===== src/rtl/micro_sequencer_pkg.sv =====
// Shared encodings for the control-store sequencer: COND field values, FSM states
// and PSR flag bit positions on the packed {C,V,Z,N} flag bus.
package micro_sequencer_pkg;

    localparam logic [2:0] COND_INC    = 3'b000;
    localparam logic [2:0] COND_N      = 3'b001;
    localparam logic [2:0] COND_Z      = 3'b010;
    localparam logic [2:0] COND_V      = 3'b011;
    localparam logic [2:0] COND_C      = 3'b100;
    localparam logic [2:0] COND_IR13   = 3'b101;
    localparam logic [2:0] COND_JUMP   = 3'b110;
    localparam logic [2:0] COND_DECODE = 3'b111;

    typedef enum logic [1:0] {
        S_IDLE = 2'b00,
        S_RUN  = 2'b01,
        S_WAIT = 2'b10,
        S_HALT = 2'b11
    } useqState_t;

    localparam int PSR_C = 3;
    localparam int PSR_V = 2;
    localparam int PSR_Z = 1;
    localparam int PSR_N = 0;

endpackage


===== src/rtl/micro_sequencer_cond_mux.sv =====
// Branch-condition evaluator: decides from COND, the PSR flags and IR[13] whether
// the next micro-address is non-sequential (jump or decode).
module micro_sequencer_cond_mux
    import micro_sequencer_pkg::*;
#(
    parameter int PSR_W = 4
)(
    input  logic [2:0]       cond,
    input  logic [PSR_W-1:0] psr,
    input  logic             irBit13,
    output logic             takeJump
);

    always_comb begin
        takeJump = 1'b0;
        case (cond)
            COND_INC:    takeJump = 1'b0;
            COND_N:      takeJump = psr[PSR_N];
            COND_Z:      takeJump = psr[PSR_Z];
            COND_V:      takeJump = psr[PSR_V];
            COND_C:      takeJump = psr[PSR_C];
            COND_IR13:   takeJump = irBit13;
            // decode also counts as a non-sequential transfer
            COND_JUMP,
            COND_DECODE: takeJump = 1'b1;
            default:     takeJump = 1'b0;
        endcase
    end

endmodule


===== src/rtl/micro_sequencer.sv =====
// Control-store address sequencer: IDLE/RUN/WAIT/HALT FSM plus next-address select
// (increment, conditional/unconditional jump, opcode decode).
module micro_sequencer
    import micro_sequencer_pkg::*;
#(
    parameter int                   USEQ_ADDR   = 11,
    parameter int                   USEQ_PSR    = 4,
    parameter logic [USEQ_ADDR-1:0] USEQ_RSTADR = '0
)(
    input  logic                 USEQ_CLOCK_50,
    input  logic                 USEQ_ResetInLow_In,
    input  logic [USEQ_PSR-1:0]  USEQ_Psr_InBus,
    input  logic [2:0]           USEQ_Cond_InBus,
    input  logic [USEQ_ADDR-1:0] USEQ_JumpAddr_InBus,
    input  logic [USEQ_ADDR-1:0] USEQ_DecodeAddr_InBus,
    input  logic                 USEQ_IrBit13_In,
    input  logic                 USEQ_MemAccess_In,
    input  logic                 USEQ_MemReady_In,
    input  logic                 USEQ_Halt_In,
    output logic [USEQ_ADDR-1:0] USEQ_Address_OutBus,
    output logic                 USEQ_Valid_Out,
    output logic                 USEQ_Taken_Out,
    output logic                 USEQ_Busy_Out
);

    localparam logic [USEQ_ADDR-1:0] ADDR_ONE = USEQ_ADDR'(1);

    useqState_t           state;
    logic                 takeJump;
    logic [USEQ_ADDR-1:0] nextAddr;
    logic                 nextTaken;

    micro_sequencer_cond_mux #(
        .PSR_W (USEQ_PSR)
    ) uCondMux (
        .cond     (USEQ_Cond_InBus),
        .psr      (USEQ_Psr_InBus),
        .irBit13  (USEQ_IrBit13_In),
        .takeJump (takeJump)
    );

    // Increment wraps naturally at the address width.
    always_comb begin
        nextAddr  = USEQ_Address_OutBus + ADDR_ONE;
        nextTaken = 1'b0;
        if (USEQ_Cond_InBus == COND_DECODE) begin
            nextAddr  = USEQ_DecodeAddr_InBus;
            nextTaken = 1'b1;
        end else if (takeJump) begin
            nextAddr  = USEQ_JumpAddr_InBus;
            nextTaken = 1'b1;
        end
    end

    always_ff @(posedge USEQ_CLOCK_50 or negedge USEQ_ResetInLow_In) begin
        if (!USEQ_ResetInLow_In) begin
            state               <= S_IDLE;
            USEQ_Address_OutBus <= USEQ_RSTADR;
            USEQ_Valid_Out      <= 1'b0;
            USEQ_Taken_Out      <= 1'b0;
            USEQ_Busy_Out       <= 1'b0;
        end else begin
            case (state)
                S_IDLE: begin
                    state          <= S_RUN;
                    USEQ_Valid_Out <= 1'b1;
                    USEQ_Busy_Out  <= 1'b0;
                end
                S_RUN: begin
                    if (USEQ_Halt_In) begin
                        state          <= S_HALT;
                        USEQ_Valid_Out <= 1'b0;
                        USEQ_Busy_Out  <= 1'b0;
                    end else if (USEQ_MemAccess_In && !USEQ_MemReady_In) begin
                        state         <= S_WAIT;
                        USEQ_Busy_Out <= 1'b1;
                    end else begin
                        USEQ_Address_OutBus <= nextAddr;
                        USEQ_Taken_Out      <= nextTaken;
                    end
                end
                // Halt requests are deliberately not sampled while stalled.
                S_WAIT: begin
                    if (USEQ_MemReady_In) begin
                        state               <= S_RUN;
                        USEQ_Busy_Out       <= 1'b0;
                        USEQ_Address_OutBus <= nextAddr;
                        USEQ_Taken_Out      <= nextTaken;
                    end
                end
                S_HALT: begin
                    state <= S_HALT;
                end
                default: begin
                    state          <= S_IDLE;
                    USEQ_Valid_Out <= 1'b0;
                    USEQ_Busy_Out  <= 1'b0;
                end
            endcase
        end
    end

endmodule

===== config.mk =====
export PLATFORM = sky130hd
export DESIGN_NAME = micro_sequencer
export DESIGN_NICKNAME = d
export VERILOG_FILES = /design/src/rtl/micro_sequencer_pkg.sv /design/src/rtl/micro_sequencer_cond_mux.sv /design/src/rtl/micro_sequencer.sv
export SDC_FILE = /design/constraint.sdc
export NUM_CORES = 1
export LEC_CHECK = 0
export CAP_MARGIN = 30
export CORE_ASPECT_RATIO = 1.5
export CORE_UTILIZATION = 38
export DETAILED_ROUTE_END_ITERATION = 12
export GPL_TIMING_DRIVEN = 1
export PLACE_DENSITY = 0.86
export SLEW_MARGIN = 30
export SYNTH_ARGS = -nofsm -noshare
export SYNTH_HDL_FRONTEND = slang
export SYNTH_HIERARCHICAL = 1
export SYNTH_SLANG_ARGS = --single-unit
export TNS_END_PERCENT = 1

===== constraint.sdc =====
create_clock -name USEQ_CLOCK_50 -period 1.6 [get_ports USEQ_CLOCK_50]
set_input_delay 0.32 -clock USEQ_CLOCK_50 [delete_from_list [all_inputs] [get_ports USEQ_CLOCK_50]]
set_output_delay 0.32 -clock USEQ_CLOCK_50 [all_outputs]
set_load 0.005 [all_outputs]

==> results.cfg <==
[status]
outcome = finished with violations
violations = design-rule violations

[sta]
fmax_ghz = 0.635
rsz0062_at_grt = true
finalSetupTns_ps = 0
finalSetupViolCount = 0
min_period_ps = 1580
post-route-period-util = 0.984
holdWs_ps = 397
hold_viol = 0
finClkSkew_ps = 0.862
slew_violations = 0
worst_pin_slew_ps = 472
maxSlewHeadroom = 0.682

[finish]
area_growth_pct = 72.9
drive_gt1_frac = 0.236
stdcell_area_um2 = 1990
finalNetCount = 245
multi_input_area_um2 = 739
antennaDiodeCount = 0
seqCellArea_um2 = 404
fillers = 235

[detailed_routing]
firstDrtPassIters = 8
num_vias = 1419
totalWireLength_mm = 3.90
route.detailed.drc = 1
antenna_left = 0
via_per_inst = 5.74
drt-initial-drc-count = 64
routedWlPerCell_um = 15.8

[synthesis]
synth.cell_area_um2 = 1150
synth_area_leaders = dfrtp_1, nand3_1, nand2_1
synth_seq_cells = 16
synth_cell_types = 42
synthArstFlopShare = 1.00
synth_top_area_cell = dfrtp_1
netlist_top_cells_count = nand2_1, dfrtp_1, nand3_1
syn-num-nets = 177
synthFlopType = dfrtp_1
synth_edf_count = 0
synthCells = 141
yosysTopAreaCellShare = 0.348
avgSynthCellArea_um2 = 8.16
yosys_warnings = 6
synthMostInstantiatedCell = nand2_1
seq_area_frac_synth = 0.348

[place]
placed_area_um2 = 1810
hpwl_mm = 2.74
place.gp.congestion = 0.847
portBuffers = 48

[grt]
grtUsageTotal = 0.256
grt_overflow = 0
grt_pass1_wl_mm = 6.15
grt_pass1_vias = 1430
antenna_found_initial = 0
grt_max_degree = 19

[clocking]
clock_latency_ps = 250
cts.sinks = 16
cts-root-buf = clkbuf_8
tritoncts.num_buffers = 3
cts_tree = yes
cts_hold_buf = 0
cts_buffer_depth = 2
path_clk_slew_ps = 70
htreeDepth = 1

[critical_path]
max_stage_delay_ps = 320
start_kind = primary input
crit_required_ps = 1720
critPathMaxFanout = 7
crit_chain = dlygate4sd2_1, nor2_2, a22oi_2, o221ai_4, buf_6, buf_16, nand2b_1, o31ai_2, o221ai_1
r2r_cells = 4
worst_path_max_delay_cell = o221ai_4
path_class = primary input to flip-flop
crit_arrival_ps = 1690
cp-end-kind = flip-flop

[pwr]
clkPwrFrac = 0.244
pwr_density_cell_nw_per_um2 = 767
pwr-share-seq = 0.367
swShare = 0.314
p_switching_uw = 480
ir_drop_v = 0.000509
power.internal_uw = 1050
combinationalPowerShare = 0.389
p_leak_uw = 0.000836
finalPower_uw = 1530

[run]
cap_violations = 0

[floorplanning]
die_w_um = 46.9
core_area_um2 = 2880
fp-row-count = 24
initial_core_util = 0.399
die_area_um2 = 3260
io_pins = 49
die_h_um = 69.4

[worst_hold_path]
hold_class = primary input to asynchronous set/reset pin
## registers in the layout (all words and copies together) (netlist names)
| register | count |
|---|---|
| USEQ_Valid_Out | 1 |
| USEQ_Taken_Out | 1 |
| USEQ_Address_OutBus | 11 |
| USEQ_Busy_Out | 1 |
| state | 2 |
## final timing paths
kind | from | end | slack (ps)
min | USEQ_ResetInLow_In | USEQ_Address_OutBus[9] | 400
min reg2reg | USEQ_Taken_Out | USEQ_Taken_Out | 480
max in group asynchronous | USEQ_ResetInLow_In | USEQ_Address_OutBus[5] | 990
max | USEQ_Cond_InBus[1] | USEQ_Address_OutBus[6] | 20
max reg2reg | USEQ_Address_OutBus[3] | USEQ_Address_OutBus[10] | 80
min in group USEQ_CLOCK_50 | USEQ_Taken_Out | USEQ_Taken_Out | 480
## metal layers
layer,vias to the layer above,GRT usage,share of wire
met2,64,0.469,0.58
met3,15,0.0391,0.049
met4,0,0.127,0.029
met5,-,0,0
li1,652,-,-
met1,688,0.255,0.34
## per-stage QoR
stage / cells / utilization / setup slack, ps
3_5_place_dp: 239 / 0.628 / -588
3_3_place_gp: 239 / 0.628 / -493
5_1_grt: 247 / 0.691 / -44.3
2_1_floorplan: 141 / - / 87.5
4_1_cts: 247 / 0.682 / 9.11
6_report: 247 / 0.691 / 25.0
## worst max-delay path: cells and delay by family
family / cells / cell delay [ps]
simple gates: 2 / 180
buf+inv: 3 / 570
compound gates: 4 / 620
## power by group through the flow
stage / Clock (uW) / Sequential [uW] / Combinational (uW)
after floorplan: 0 / 562 / 203
after global placement: 0 / 554 / 509
after detailed placement: 0 / 561 / 529
after CTS: 377 / 554 / 581
after global routing: 395 / 570 / 640
final: 372 / 561 / 594
## area by class of cell
| class | instances | area share |
|---|---|---|
| Multi-Input combinational cell | 109 | 0.371 |
| Timing Repair Buffer | 70 | 0.356 |
| Sequential cell | 16 | 0.203 |
| Clock buffer | 4 | 0.0277 |
| Tap cell | 39 | 0.0245 |
| Inverter | 9 | 0.0170 |
## repair_timing
| action | CTS | global route |
|---|---|---|
| pin swaps | 5 | 6 |
| cloned | 1 | 0 |
| setup endpoints to repair | 13 | 16 |
| buffers inserted | 3 | 0 |
| gates resized for setup | 20 | 13 |
## cell usage in the layout, fill, tap and decap left out, types with 2 or more instances in the layout
master,Yosys,final
a21oi_1,12,8
o211ai_1,2,2
o31ai_1,3,2
o311ai_2,1,3
o21a_1,2,2
buf_6,1,3
o31a_1,4,4
inv_1,9,9
dfrtp_1,16,13
dfrtp_2,0,3
dlymetal6s2s_1,0,3
nand2_2,1,2
xnor2_1,3,3
nand2b_1,5,5
buf_4,1,15
nand3_1,14,14
dlygate4sd2_1,0,6
nand2_1,18,17
clkdlybuf4s50_1,0,38
o21ai_1,3,5
a21oi_2,0,3
o21ai_0,6,4
buf_12,0,3
nor3_1,3,3
nor4_1,4,4
nor2_1,6,5
clkbuf_8,0,4
## cell families after synthesis
| group | count (synthesis) | synth area share |
|---|---|---|
| adder cells (fa/ha/maj) | 1 | 0.0109 |
| flip-flops | 16 | 0.348 |
| AND/OR/NAND/NOR | 58 | 0.257 |
| multiplexers | 2 | 0.0217 |
| AO/OA/AOI/OAI | 45 | 0.275 |
| XOR/XNOR | 3 | 0.0228 |
| buffers and inverters | 16 | 0.0652 |
Note: power is estimated with default switching activity, not from simulation.
